==> src/rtl/mips_pkg.sv <==
// mips_pkg: shared opcode/funct constants, ALU and mux encodings, controller state encoding
package mips_pkg;
  localparam logic [5:0] OP_RTYPE = 6'b000000;
  localparam logic [5:0] OP_LW    = 6'b100011;
  localparam logic [5:0] OP_SW    = 6'b101011;
  localparam logic [5:0] OP_BEQ   = 6'b000100;
  localparam logic [5:0] OP_ADDI  = 6'b001000;
  localparam logic [5:0] OP_J     = 6'b000010;
  localparam logic [5:0] F_ADD = 6'b100000;
  localparam logic [5:0] F_SUB = 6'b100010;
  localparam logic [5:0] F_AND = 6'b100100;
  localparam logic [5:0] F_OR  = 6'b100101;
  localparam logic [5:0] F_SLT = 6'b101010;
  localparam logic [2:0] ALU_AND = 3'b000;
  localparam logic [2:0] ALU_OR  = 3'b001;
  localparam logic [2:0] ALU_ADD = 3'b010;
  localparam logic [2:0] ALU_SUB = 3'b110;
  localparam logic [2:0] ALU_SLT = 3'b111;
  localparam logic [1:0] ALUOP_ADD   = 2'b00;
  localparam logic [1:0] ALUOP_SUB   = 2'b01;
  localparam logic [1:0] ALUOP_FUNCT = 2'b10;
  localparam logic [1:0] SRCB_B    = 2'b00;
  localparam logic [1:0] SRCB_4    = 2'b01;
  localparam logic [1:0] SRCB_SE   = 2'b10;
  localparam logic [1:0] SRCB_SE_2 = 2'b11;
  localparam logic [1:0] PCSRC_ALU    = 2'b00;
  localparam logic [1:0] PCSRC_ALUOUT = 2'b01;
  localparam logic [1:0] PCSRC_JUMP   = 2'b10;
  typedef enum logic [3:0] {
    S_FETCH    = 4'd0,
    S_DECODE   = 4'd1,
    S_MEMADR   = 4'd2,
    S_MEMRD    = 4'd3,
    S_MEMWB    = 4'd4,
    S_MEMWR    = 4'd5,
    S_RTYPE_EX = 4'd6,
    S_RTYPE_WB = 4'd7,
    S_BEQ_EX   = 4'd8,
    S_ADDI_EX  = 4'd9,
    S_ADDI_WB  = 4'd10,
    S_JUMP     = 4'd11
  } state_t;
endpackage

==> src/rtl/alu_decoder.sv <==
// alu_decoder: maps ALUOp class (add/sub/funct) and funct to the 3-bit ALU operation
//   alu_op_i [1:0] class, funct_i [5:0] instr[5:0], alu_ctrl_o [2:0] ALU operation
module alu_decoder
  import mips_pkg::*;
(
  input  logic [1:0] alu_op_i,
  input  logic [5:0] funct_i,
  output logic [2:0] alu_ctrl_o
);
  always_comb begin
    alu_ctrl_o = alu_op_i == ALUOP_ADD ? ALU_ADD :
                 alu_op_i == ALUOP_SUB ? ALU_SUB :
                 funct_i == F_SUB ? ALU_SUB :
                 funct_i == F_AND ? ALU_AND :
                 funct_i == F_OR  ? ALU_OR  :
                 funct_i == F_SLT ? ALU_SLT : ALU_ADD;
  end
endmodule

==> src/rtl/mips_mc_controller.sv <==
// mips_mc_controller: multicycle MIPS control FSM driving datapath selects, strobes and alu_ctrl
//   in: clk, rst_n (async low), op, funct, zero, mem_ready
//   out: pc_en, iord, mem_write, ir_write, reg_dst, mem_to_reg, reg_write,
//        alu_src_a, alu_src_b, pc_src, alu_ctrl, illegal_op, state_o (debug)
module mips_mc_controller
  import mips_pkg::*;
#(
  parameter int STATE_W = 4
) (
  input  logic               clk,
  input  logic               rst_n,
  input  logic [5:0]         op,
  input  logic [5:0]         funct,
  input  logic               zero,
  input  logic               mem_ready,
  output logic               pc_en,
  output logic               iord,
  output logic               mem_write,
  output logic               ir_write,
  output logic               reg_dst,
  output logic               mem_to_reg,
  output logic               reg_write,
  output logic               alu_src_a,
  output logic [1:0]         alu_src_b,
  output logic [1:0]         pc_src,
  output logic [2:0]         alu_ctrl,
  output logic               illegal_op,
  output logic [STATE_W-1:0] state_o
);
  state_t state_q, state_d;
  logic [1:0] alu_op;
  logic rdy;
  // Strobes are gated by rst_n so nothing fires while reset is held, whatever mem_ready does.
  assign rdy = mem_ready & rst_n;
  always_ff @(posedge clk or negedge rst_n)
    if (!rst_n) state_q <= S_FETCH;
    else        state_q <= state_d;
  always_comb begin
    state_d    = state_q;
    pc_en      = 1'b0;
    iord       = 1'b0;
    mem_write  = 1'b0;
    ir_write   = 1'b0;
    reg_dst    = 1'b0;
    mem_to_reg = 1'b0;
    reg_write  = 1'b0;
    alu_src_a  = 1'b0;
    alu_src_b  = SRCB_B;
    pc_src     = PCSRC_ALU;
    alu_op     = ALUOP_ADD;
    illegal_op = 1'b0;
    case (state_q)
      S_FETCH: begin
        alu_src_b = SRCB_4;
        ir_write  = rdy;
        pc_en     = rdy;
        state_d   = mem_ready ? S_DECODE : S_FETCH;
      end
      S_DECODE: begin
        alu_src_b = SRCB_SE_2;
        case (op)
          OP_LW, OP_SW: state_d = S_MEMADR;
          OP_RTYPE:     state_d = S_RTYPE_EX;
          OP_BEQ:       state_d = S_BEQ_EX;
          OP_ADDI:      state_d = S_ADDI_EX;
          OP_J:         state_d = S_JUMP;
          default: begin
            state_d    = S_FETCH;
            illegal_op = 1'b1;
          end
        endcase
      end
      S_MEMADR, S_ADDI_EX: begin
        alu_src_a = 1'b1;
        alu_src_b = SRCB_SE;
        state_d   = state_q == S_ADDI_EX ? S_ADDI_WB : op == OP_SW ? S_MEMWR : S_MEMRD;
      end
      S_MEMRD: begin
        iord    = 1'b1;
        state_d = mem_ready ? S_MEMWB : S_MEMRD;
      end
      S_MEMWB: begin
        reg_write  = 1'b1;
        mem_to_reg = 1'b1;
        state_d    = S_FETCH;
      end
      S_MEMWR: begin
        iord      = 1'b1;
        mem_write = rdy;
        state_d   = mem_ready ? S_FETCH : S_MEMWR;
      end
      S_RTYPE_EX: begin
        alu_src_a = 1'b1;
        alu_op    = ALUOP_FUNCT;
        state_d   = S_RTYPE_WB;
      end
      S_RTYPE_WB: begin
        reg_dst   = 1'b1;
        reg_write = 1'b1;
        state_d   = S_FETCH;
      end
      S_ADDI_WB: begin
        reg_write = 1'b1;
        state_d   = S_FETCH;
      end
      S_BEQ_EX: begin
        alu_src_a = 1'b1;
        alu_op    = ALUOP_SUB;
        pc_src    = PCSRC_ALUOUT;
        pc_en     = zero & rst_n;
        state_d   = S_FETCH;
      end
      S_JUMP: begin
        pc_src  = PCSRC_JUMP;
        pc_en   = rst_n;
        state_d = S_FETCH;
      end
      default: state_d = S_FETCH;
    endcase
  end
  alu_decoder u_alu_decoder (
    .alu_op_i   (alu_op),
    .funct_i    (funct),
    .alu_ctrl_o (alu_ctrl)
  );
  assign state_o = STATE_W'(state_q);
endmodule

==> config.mk <==
export PLATFORM = sky130hd
export DESIGN_NAME = mips_mc_controller
export DESIGN_NICKNAME = d
export VERILOG_FILES = /design/src/rtl/mips_pkg.sv /design/src/rtl/alu_decoder.sv /design/src/rtl/mips_mc_controller.sv
export SDC_FILE = /design/constraint.sdc
export NUM_CORES = 1
export LEC_CHECK = 0
export CORE_MARGIN = 2
export CORE_UTILIZATION = 25
export CTS_CLUSTER_DIAMETER = 80
export DETAILED_ROUTE_END_ITERATION = 10
export GPL_ROUTABILITY_DRIVEN = 0
export SLEW_MARGIN = 20
export SYNTH_ARGS = -nofsm -noshare
export SYNTH_HDL_FRONTEND = slang
export SYNTH_SLANG_ARGS = --single-unit
==> constraint.sdc <==
create_clock -name clk -period 2.2 [get_ports clk]
set_clock_uncertainty 0.2 [all_clocks]
set_input_delay 0.33 -clock clk [delete_from_list [all_inputs] [get_ports clk]]
set_output_delay 0.33 -clock clk [all_outputs]
set_load 0.01 [all_outputs]
==> results.json <==
{
  "synthCells": 82,
  "synth-compound-area-share": 0.221,
  "synth_seq_area_share": 0.167,
  "cts_buffers": 3,
  "area_delta_synth_final_pct": 94.2,
  "syn_area_um2": 601,
  "maxSlewHeadroom": 0.808,
  "cts_setup_buffers": 0,
  "ff2ff_setup_slack_ns": 0.37,
  "grt_pass1_vias": 772,
  "place_hpwl_mm": 1.57,
  "grt_pass1_wl_mm": 3.23,
  "synth-simple-area-share": 0.481,
  "slowest_stage": "dfrtp_1",
  "status": "complete, no violations",
  "n_antenna_cell": 0,
  "crit_path_max_incr_delay_ns": 0.42,
  "cp_common_cell": "buf_4",
  "synth-seq-cells": 4,
  "post-route-period-util": 0.961,
  "cp-start-kind": "register",
  "worstSetupPathType": "reg2out",
  "wl_mm": 1.98,
  "h-tree-depth": 1,
  "rsz0062_at_grt": "false",
  "final-hold-violation-count": 0,
  "drive_above_1_share": 0.281,
  "crit_required_ns": 1.67,
  "wl_met1_um": 835,
  "tritoncts": "built",
  "synth_top_family_by_area": "simple AND/OR/NAND/NOR gates",
  "peakVddDrop_v": 0.000473,
  "maxSlewViolCount": 0,
  "wire_per_inst_um": 12.2,
  "avgSynthCellArea_um2": 7.32,
  "drc": 0,
  "grt_max_degree": 19,
  "n_fill_cell": 231,
  "worst_slew_pin_slew_ns": 0.284,
  "clk_path_buf_depth": 2,
  "path_max_fanout": 4,
  "dieArea_mm2": 0.00281,
  "finalSetupViolCount": 0,
  "root_buffer": "clkbuf_4",
  "first_iter_violations": 2,
  "placed_cells_incl_taps": 160,
  "power.leakage_nw": 0.536,
  "met2_length_um": 953,
  "fmax_mhz": 473,
  "synth_cell_types": 41,
  "insertion_delay_ns": 0.23,
  "top_layer": "met4",
  "largest_reg_flops": 4,
  "rows": 17,
  "grtUsageTotal": 0.156,
  "cap_violations": 0,
  "synth_xor_area_frac": 0.0438,
  "synth_mux_area_frac": 0.0354,
  "stdcell_area_mm2": 0.00117,
  "coreArea_mm2": 0.00223,
  "dieWidth_um": 53.0,
  "nets": 153,
  "vias": 816,
  "synth_edf_count": 0,
  "yosys_most_used_dff": "dfrtp_1",
  "dr_wl_met3_um": 181,
  "place_area_mm2": 0.00112,
  "io_pins": 36,
  "dr.pass1.iters": 2,
  "power_density_mw_per_mm2": 861,
  "cp_cell_sequence": "buf_4, nand2b_1, buf_4, nor3_1, clkdlybuf4s15_1",
  "crit_arrival_ns": 1.58,
  "yosys_warnings": 0,
  "clock-sinks": 4,
  "chipHeight_um": 53.0,
  "post-route-min-period_ns": 2.11,
  "start_util": 0.269,
  "synth-adder-area-share": 0,
  "stdcell_count": 163,
  "viasPerCell": 5.01,
  "clk_pin_slew_ns": 0.04,
  "async_reset_ff_frac": 1.00,
  "overflow": 0,
  "design_power_total_mw": 1.00,
  "critPathCaptureType": "output port",
  "synth_fp_nets": 98,
  "hold_class": "in2async",
  "ant_nets": 0,
  "antenna_found_initial": 0,
  "portBuffers": 35
}
-- synth_stat cells (all sizes together) (2+ instances only) --
| master | count | area (µm²) |
|---|---|---|
| nand2b | 5 | 38.8 |
| nor3 | 6 | 30.0 |
| o21bai | 2 | 15.0 |
| buf | 4 | 20.0 |
| clkbuf | 2 | 7.51 |
| o21ai | 5 | 25.0 |
| nor2b | 3 | 18.8 |
| nand2 | 3 | 11.3 |
| a21oi | 2 | 10.0 |
| xor2 | 2 | 17.5 |
| dfrtp | 4 | 100 |
| or3 | 2 | 12.5 |
| or2 | 2 | 12.5 |
| nor3b | 6 | 45.0 |
| nand4 | 2 | 12.5 |
| or3b | 2 | 17.5 |
| and3 | 2 | 12.5 |
| nor2 | 8 | 30.0 |
-- final cells by class --
cell class | count | area [µm²] | share of cell area
Sequential cell | 4 | 100 | 0.0858
Timing Repair Buffer | 56 | 488 | 0.418
Multi-Input combinational cell | 71 | 517 | 0.443
Inverter | 1 | 3.75 | 0.00322
Clock buffer | 3 | 22.5 | 0.0193
Tap cell | 28 | 35.0 | 0.0300
-- power breakdown --
part           switching (mW)  internal [mW]  total (mW)  leakage [nW]
clock                  0.0283         0.0609      0.0892        0.0138
sequential             0.0204         0.0996       0.120        0.0531
combinational           0.377          0.418       0.795         0.469
-- worst max-delay path: cells and delay by family, from the launching register on --
| family | cells | cell delay (ns) |
|---|---|---|
| simple gates | 2 | 0.35 |
| flops | 1 | 0.42 |
| buf+inv | 3 | 0.59 |
-- logic make-up after synthesis --
family / Yosys count
flops: 4
compound gates: 19
mux: 2
simple gates: 47
buf+inv: 7
xor+xnor: 3
-- final timing paths --
| kind | startpoint | to | depth (start not counted) |
|---|---|---|---|
| min in group clk | op[5] | state_o[0] | 4 |
| hold reg to reg | state_o[3] | state_o[0] | 2 |
| setup reg to reg | state_o[1] | state_o[2] | 5 |
| hold / removal | rst_n | state_o[0] | 2 |
| setup / recovery | state_o[1] | mem_write | 5 |
| max in group asynchronous | rst_n | state_o[3] | 2 |
-- layer usage --
layer	track usage	vias up
met5	0	-
met4	0.0726	0
met3	0.0339	2
met2	0.279	33
met1	0.172	365
li1	-	416
-- through the flow --
stage	setup slack, ns	util	TNS (ns)	hold WS (ns)
after floorplan	0.193	-	0	-0.166
after global placement	-0.432	0.500	-1.76	0.415
after detailed placement	-0.538	0.500	-1.87	0.413
after CTS	-0.213	0.505	-0.213	0.207
after global routing	0.000590	0.522	0	0.219
final	0.0865	0.522	0	0.203
-- placed cells by master, fill, tap and decap left out, drive strengths merged, types with 2 or more instances in the layout --
cell           netlist  routed
buf                  4      24
clkdlybuf4s50        0      17
nor2                 8       8
nor3b                6       6
nor3                 6       6
clkbuf               2       6
dlymetal6s2s         0       5
dlygate4sd2          0       5
nand2b               5       5
o21ai                5       5
dfrtp                4       4
nand2                3       3
nor2b                3       3
or2                  2       2
a21oi                2       2
nand4                2       2
o21bai               2       2
xor2                 2       2
or3                  2       2
clkdlybuf4s15        0       2
and3                 2       2
or3b                 2       2
-- timing repair --
action | in CTS | in global routing
gates cloned | 0 | 0
hold buffers | 0 | 0
setup endpoints to repair | 13 | 8
gates resized for setup | 21 | 24
Power figures use the tool's default switching activity.
